===== config.mk =====
export PLATFORM = sky130hd
export DESIGN_NAME = bcd_counter_scan_flat
export DESIGN_NICKNAME = d
export VERILOG_FILES = /design/src/rtl/bcd_counter_scan_if.sv /design/src/rtl/bcd_counter_scan.sv /design/src/flat_wrapper.sv
export SDC_FILE = /design/constraint.sdc
export NUM_CORES = 1
export LEC_CHECK = 0
export BUFFER_PORTS_ARGS = -buffer_cell sky130_fd_sc_hd__buf_2
export CELL_PAD_IN_SITES_DETAIL_PLACEMENT = 0
export CELL_PAD_IN_SITES_GLOBAL_PLACEMENT = 2
export CORE_MARGIN = 3
export CORE_UTILIZATION = 41
export DETAILED_ROUTE_END_ITERATION = 10
export PLACE_DENSITY_LB_ADDON = 0.1
export SLEW_MARGIN = 5
export SYNTH_ARGS = -nofsm -noshare
export SYNTH_HDL_FRONTEND = slang
export SYNTH_SLANG_ARGS = --single-unit

===== constraint.sdc =====
create_clock -name clk -period 3.47 [get_ports clk]
set_input_delay 0.694 -clock clk [delete_from_list [all_inputs] [get_ports clk]]
set_output_delay 0.694 -clock clk [all_outputs]
set_load 0.01 [all_outputs]

===== src/rtl/bcd_counter_scan_if.sv =====
// Control and display signals of the four-digit BCD counter with multiplexed display.
interface bcd_counter_scan_if;
    logic        enable;
    logic        clear;
    logic [15:0] count_bcd;
    logic [3:0]  digit;
    logic [3:0]  anode;
    logic        carry_out;

    modport master (
        output enable, clear,
        input  count_bcd, digit, anode, carry_out
    );

    modport slave (
        input  enable, clear,
        output count_bcd, digit, anode, carry_out
    );
endinterface


===== src/rtl/bcd_counter_scan.sv =====
// Four-digit BCD event counter with prescaler, wrap carry pulse and a
// time-multiplexed digit/anode scan for a common-anode seven-segment display.
module bcd_counter_scan #(
    parameter int TICK_DIV = 50000000,
    parameter int SCAN_DIV = 50000
) (
    input  logic               clk,
    input  logic               reset,
    bcd_counter_scan_if.slave  bus
);
    localparam int PW = $clog2(TICK_DIV);
    localparam int SW = $clog2(SCAN_DIV);
    localparam logic [PW-1:0] PRE_LAST  = PW'(TICK_DIV - 1);
    localparam logic [SW-1:0] SCAN_LAST = SW'(SCAN_DIV - 1);

    logic [PW-1:0] pre_q;
    logic [SW-1:0] scan_q;
    logic [1:0]    sel_q;
    logic [15:0]   count_q;
    logic [15:0]   count_inc;
    logic          carry_q;
    logic          tick;

    assign tick = bus.enable && (pre_q == PRE_LAST);

    // Ripple the decimal carry through all four digits so 0199 -> 0200 in one edge.
    always_comb begin : bcd_inc
        logic c;
        count_inc = count_q;
        c         = 1'b1;
        for (int i = 0; i < 4; i++) begin
            if (c) begin
                if (count_q[4*i +: 4] >= 4'd9) begin
                    count_inc[4*i +: 4] = 4'd0;
                end else begin
                    count_inc[4*i +: 4] = count_q[4*i +: 4] + 4'd1;
                    c                   = 1'b0;
                end
            end
        end
    end

    always_ff @(posedge clk or posedge reset) begin
        if (reset) begin
            pre_q   <= '0;
            count_q <= '0;
            carry_q <= 1'b0;
        end else if (bus.clear) begin
            pre_q   <= '0;
            count_q <= '0;
            carry_q <= 1'b0;
        end else begin
            carry_q <= tick && (count_q == 16'h9999);
            if (bus.enable) begin
                pre_q <= (pre_q == PRE_LAST) ? '0 : pre_q + PW'(1);
            end
            if (tick) begin
                count_q <= count_inc;
            end
        end
    end

    // Scan runs free of enable and clear so the display never freezes on one digit.
    always_ff @(posedge clk or posedge reset) begin
        if (reset) begin
            scan_q <= '0;
            sel_q  <= 2'd0;
        end else if (scan_q == SCAN_LAST) begin
            scan_q <= '0;
            sel_q  <= sel_q + 2'd1;
        end else begin
            scan_q <= scan_q + SW'(1);
        end
    end

    always_comb begin
        bus.anode = 4'b1110;
        bus.digit = count_q[3:0];
        case (sel_q)
            2'd0: begin bus.anode = 4'b1110; bus.digit = count_q[3:0];   end
            2'd1: begin bus.anode = 4'b1101; bus.digit = count_q[7:4];   end
            2'd2: begin bus.anode = 4'b1011; bus.digit = count_q[11:8];  end
            default: begin bus.anode = 4'b0111; bus.digit = count_q[15:12]; end
        endcase
    end

    assign bus.count_bcd = count_q;
    assign bus.carry_out = carry_q;
endmodule


===== src/flat_wrapper.sv =====
// flat-port wrapper written by rule: the top's interface ports become plain ports
module bcd_counter_scan_flat 
#(
    parameter int TICK_DIV = 50000000,
    parameter int SCAN_DIV = 50000
)
  (clk, reset, bus_enable, bus_clear, bus_count_bcd, bus_digit, bus_anode, bus_carry_out);
  bcd_counter_scan_if bus_i ();
  input  logic clk;
  input  logic reset;
  input wire logic [$bits(bus_i.enable)-1:0] bus_enable;
  input wire logic [$bits(bus_i.clear)-1:0] bus_clear;
  output wire logic [$bits(bus_i.count_bcd)-1:0] bus_count_bcd;
  output wire logic [$bits(bus_i.digit)-1:0] bus_digit;
  output wire logic [$bits(bus_i.anode)-1:0] bus_anode;
  output wire logic [$bits(bus_i.carry_out)-1:0] bus_carry_out;
  assign bus_i.enable = bus_enable;
  assign bus_i.clear = bus_clear;
  assign bus_count_bcd = bus_i.count_bcd;
  assign bus_digit = bus_i.digit;
  assign bus_anode = bus_i.anode;
  assign bus_carry_out = bus_i.carry_out;
  bcd_counter_scan #(.TICK_DIV(TICK_DIV), .SCAN_DIV(SCAN_DIV)) u_core (.clk(clk), .reset(reset), .bus(bus_i));
endmodule

==> results.txt <==
status: finished, final reports clean
Inserted Clock Buffers: 9
synthesized area per cell: 9.468 um^2
Pwr Density: 466.0 nW/um^2
Via density: 5.479
slew margin rel.: 49.22%
WL per Instance: 15.96 um
synth warn: 0
root buffer cell: clkbuf_8
Main synth FF type: dfrtp_1
Post-CTS Resized: 0
DIE AREA: 9787 um^2
element type at the critical path start: register
M3 GR Usage: 4.034%
worst slew pin tran: 757.5 ps
DR DRC count: 0
clk_lat worst skew: 340 ps
top cells by count, synth: 61 x dfrtp_1, 48 x nor2_1, 27 x xor2_1
largest net degree at the start of global routing: 33
Fmax achieved: 415.0 MHz
core area: 8299 um^2
async set or reset register ratio after synthesis: 100.0%
Clock Sink Count: 61
vias in the first global route: 2815
DR pass1 iterations: 5
Post-Syn Area: 3541 um^2
IO Count: 29
top-area cell type share of the netlist area: 43.11%
clock skew: 7.752 ps
Worst Setup SP: u_core.sel_q[1]
Area Overhead vs Synth: 13.96%
port bufs: 28
Die X: 98.93 um
worst min-delay path class: in -> async
final setup fails: 0
Worst path max stage delay: 390 ps
sum of negative setup slack: 0 ps
fin area: 4035 um^2
worst r2r src: u_core.pre_q[0]
Post-synth EDFFs: 0
gr busiest metal: met2
Final Cycle Share: 69.44%
final antenna-violating net count: 0
Worst VDD drop: 0.0002131 V
slack of the worst reg-to-reg path: 1080 ps
gpl congestion: 0.7827
initial antenna violation count: 0
CTS tree: yes
R2R cell count: 6
RSZ-0062 raised after global routing: false
setup bufs post-CTS: 0
Max Cap Viol: 0
Syn Nets: 396
first-pass GRT wire length: 14290 um
DP Worst Slack: 974.1 ps
antenna diode count: 0
Area contributors post-synth: dfrtp_1 43%, xor2_1 6.7%, ha_1 6.4%
maximum fanout along the worst path: 5
GRT Overall Usage: 18.38%
utilization after layout: 48.62%
total power draw: 1.880 mW
grt met2 use: 28.36%
nets@finish: 428
CTS H-Tree Depth: 3
Clock Path Buffers: 2
Synth cell types: 57
Critical Path RT: 2780 ps
FF+latch count, synth: 61
layout cell share with drive strength beyond 1: 15.57%
Yosys top cell by area: dfrtp_1
most frequent cell after synthesis: dfrtp_1
FP Rows: 33
crit-path cells: inv_1, ha_1, a222oi_1, mux2i_1, buf_2
CP Capture Type: primary output
Slew Limit Fails: 0
DR iter-0 viols: 104
CP Class: reg -> out
# hold bufs at CTS: 0
via count: 2827
Total Wirelength: 8236 um
min cycle time layout: 2410 ps
dpl hpwl: 5969 um
leakage power: 1.791 nW
Final Hold Vio Count: 0
register area share after synthesis: 43.11%
post-synthesis instance total: 374
Starting Density: 42.67%
WP data arrival: 1720 ps
setup ws final: 1061 ps
Critical Path Slowest Stage Cell: dfrtp_1
Die Y: 98.93 um
Placement Cell Area: 3787 um^2
GR Util met1: 25.46%
Worst-path clk slew: 70 ps
gr ovfl total: 0
[power breakdown]
group / internal, mW / total [mW] / switching [mW]
clock: 0.495 / 0.785 / 0.290
combinational: 0.113 / 0.282 / 0.169
sequential: 0.745 / 0.813 / 0.0676
[placed cells by master (no fill, tap or decap), types with 11 or more instances in the layout]
cell and n:
xnor2_1 11, nand4_1 18, inv_1 19, nand3_1 25, dfrtp_1 61, ha_1 18
xor2_1 27, nor2_1 48, nand2_1 25, o21ai_0 15, buf_2 28
[critical path, delay by kind of cell (launching register included)]
family / cells / cell delay, ps
DFF: 1 / 390
muxes: 1 / 120
buffers and inverters: 2 / 220
AOI/OAI and AO/OA: 1 / 390
adders and majority gates: 1 / 250
[worst paths after layout]
kind	endpoint
min reg2reg	u_core.scan_q[0]
min in group clk	u_core.scan_q[0]
max reg2reg	u_core.bus.count_bcd[10]
max in group asynchronous	u_core.bus.count_bcd[15]
min	u_core.scan_q[11]
max	bus_digit[3]
[through the flow]
step	instances	hold WS (ps)
2_1_floorplan	374	447.9
3_3_place_gp	500	469.2
3_5_place_dp	500	470.8
4_1_cts	516	459.5
5_1_grt	516	488.1
6_report	516	445.4
[logic make-up after synthesis]
group / after synthesis / synth area share (%)
and+or+nand+nor: 174 / 26.93
DFF: 61 / 43.11
AOI/OAI and AO/OA: 46 / 8.870
xor gates and xnor gates: 38 / 9.399
buffers and inverters: 32 / 3.887
adders and majority gates: 18 / 6.361
muxes: 5 / 1.449
[layout make-up]
cell class	instances	area [um^2]
Fill cell	802	4264
Timing Repair Buffer	32	170.2
Inverter	21	78.83
Tap cell	105	131.4
Clock buffer	10	137.6
Clock inverter	6	110.1
Sequential cell	61	1526
Multi-Input combinational cell	281	1881
[registers in the layout (all words and copies together) (netlist names)]
signal                cells
u_core.pre_q             26
u_core.sel_q              2
u_core.scan_q            16
u_core.bus.carry_out      1
u_core.bus.count_bcd     16
[routing by layer]
metal	up-vias	share of wire [%]
li1	1391	-
met1	1366	49
met2	59	45
met3	11	4.0
met4	0	1.5
met5	-	0
(Power assumes the default switching activity.)
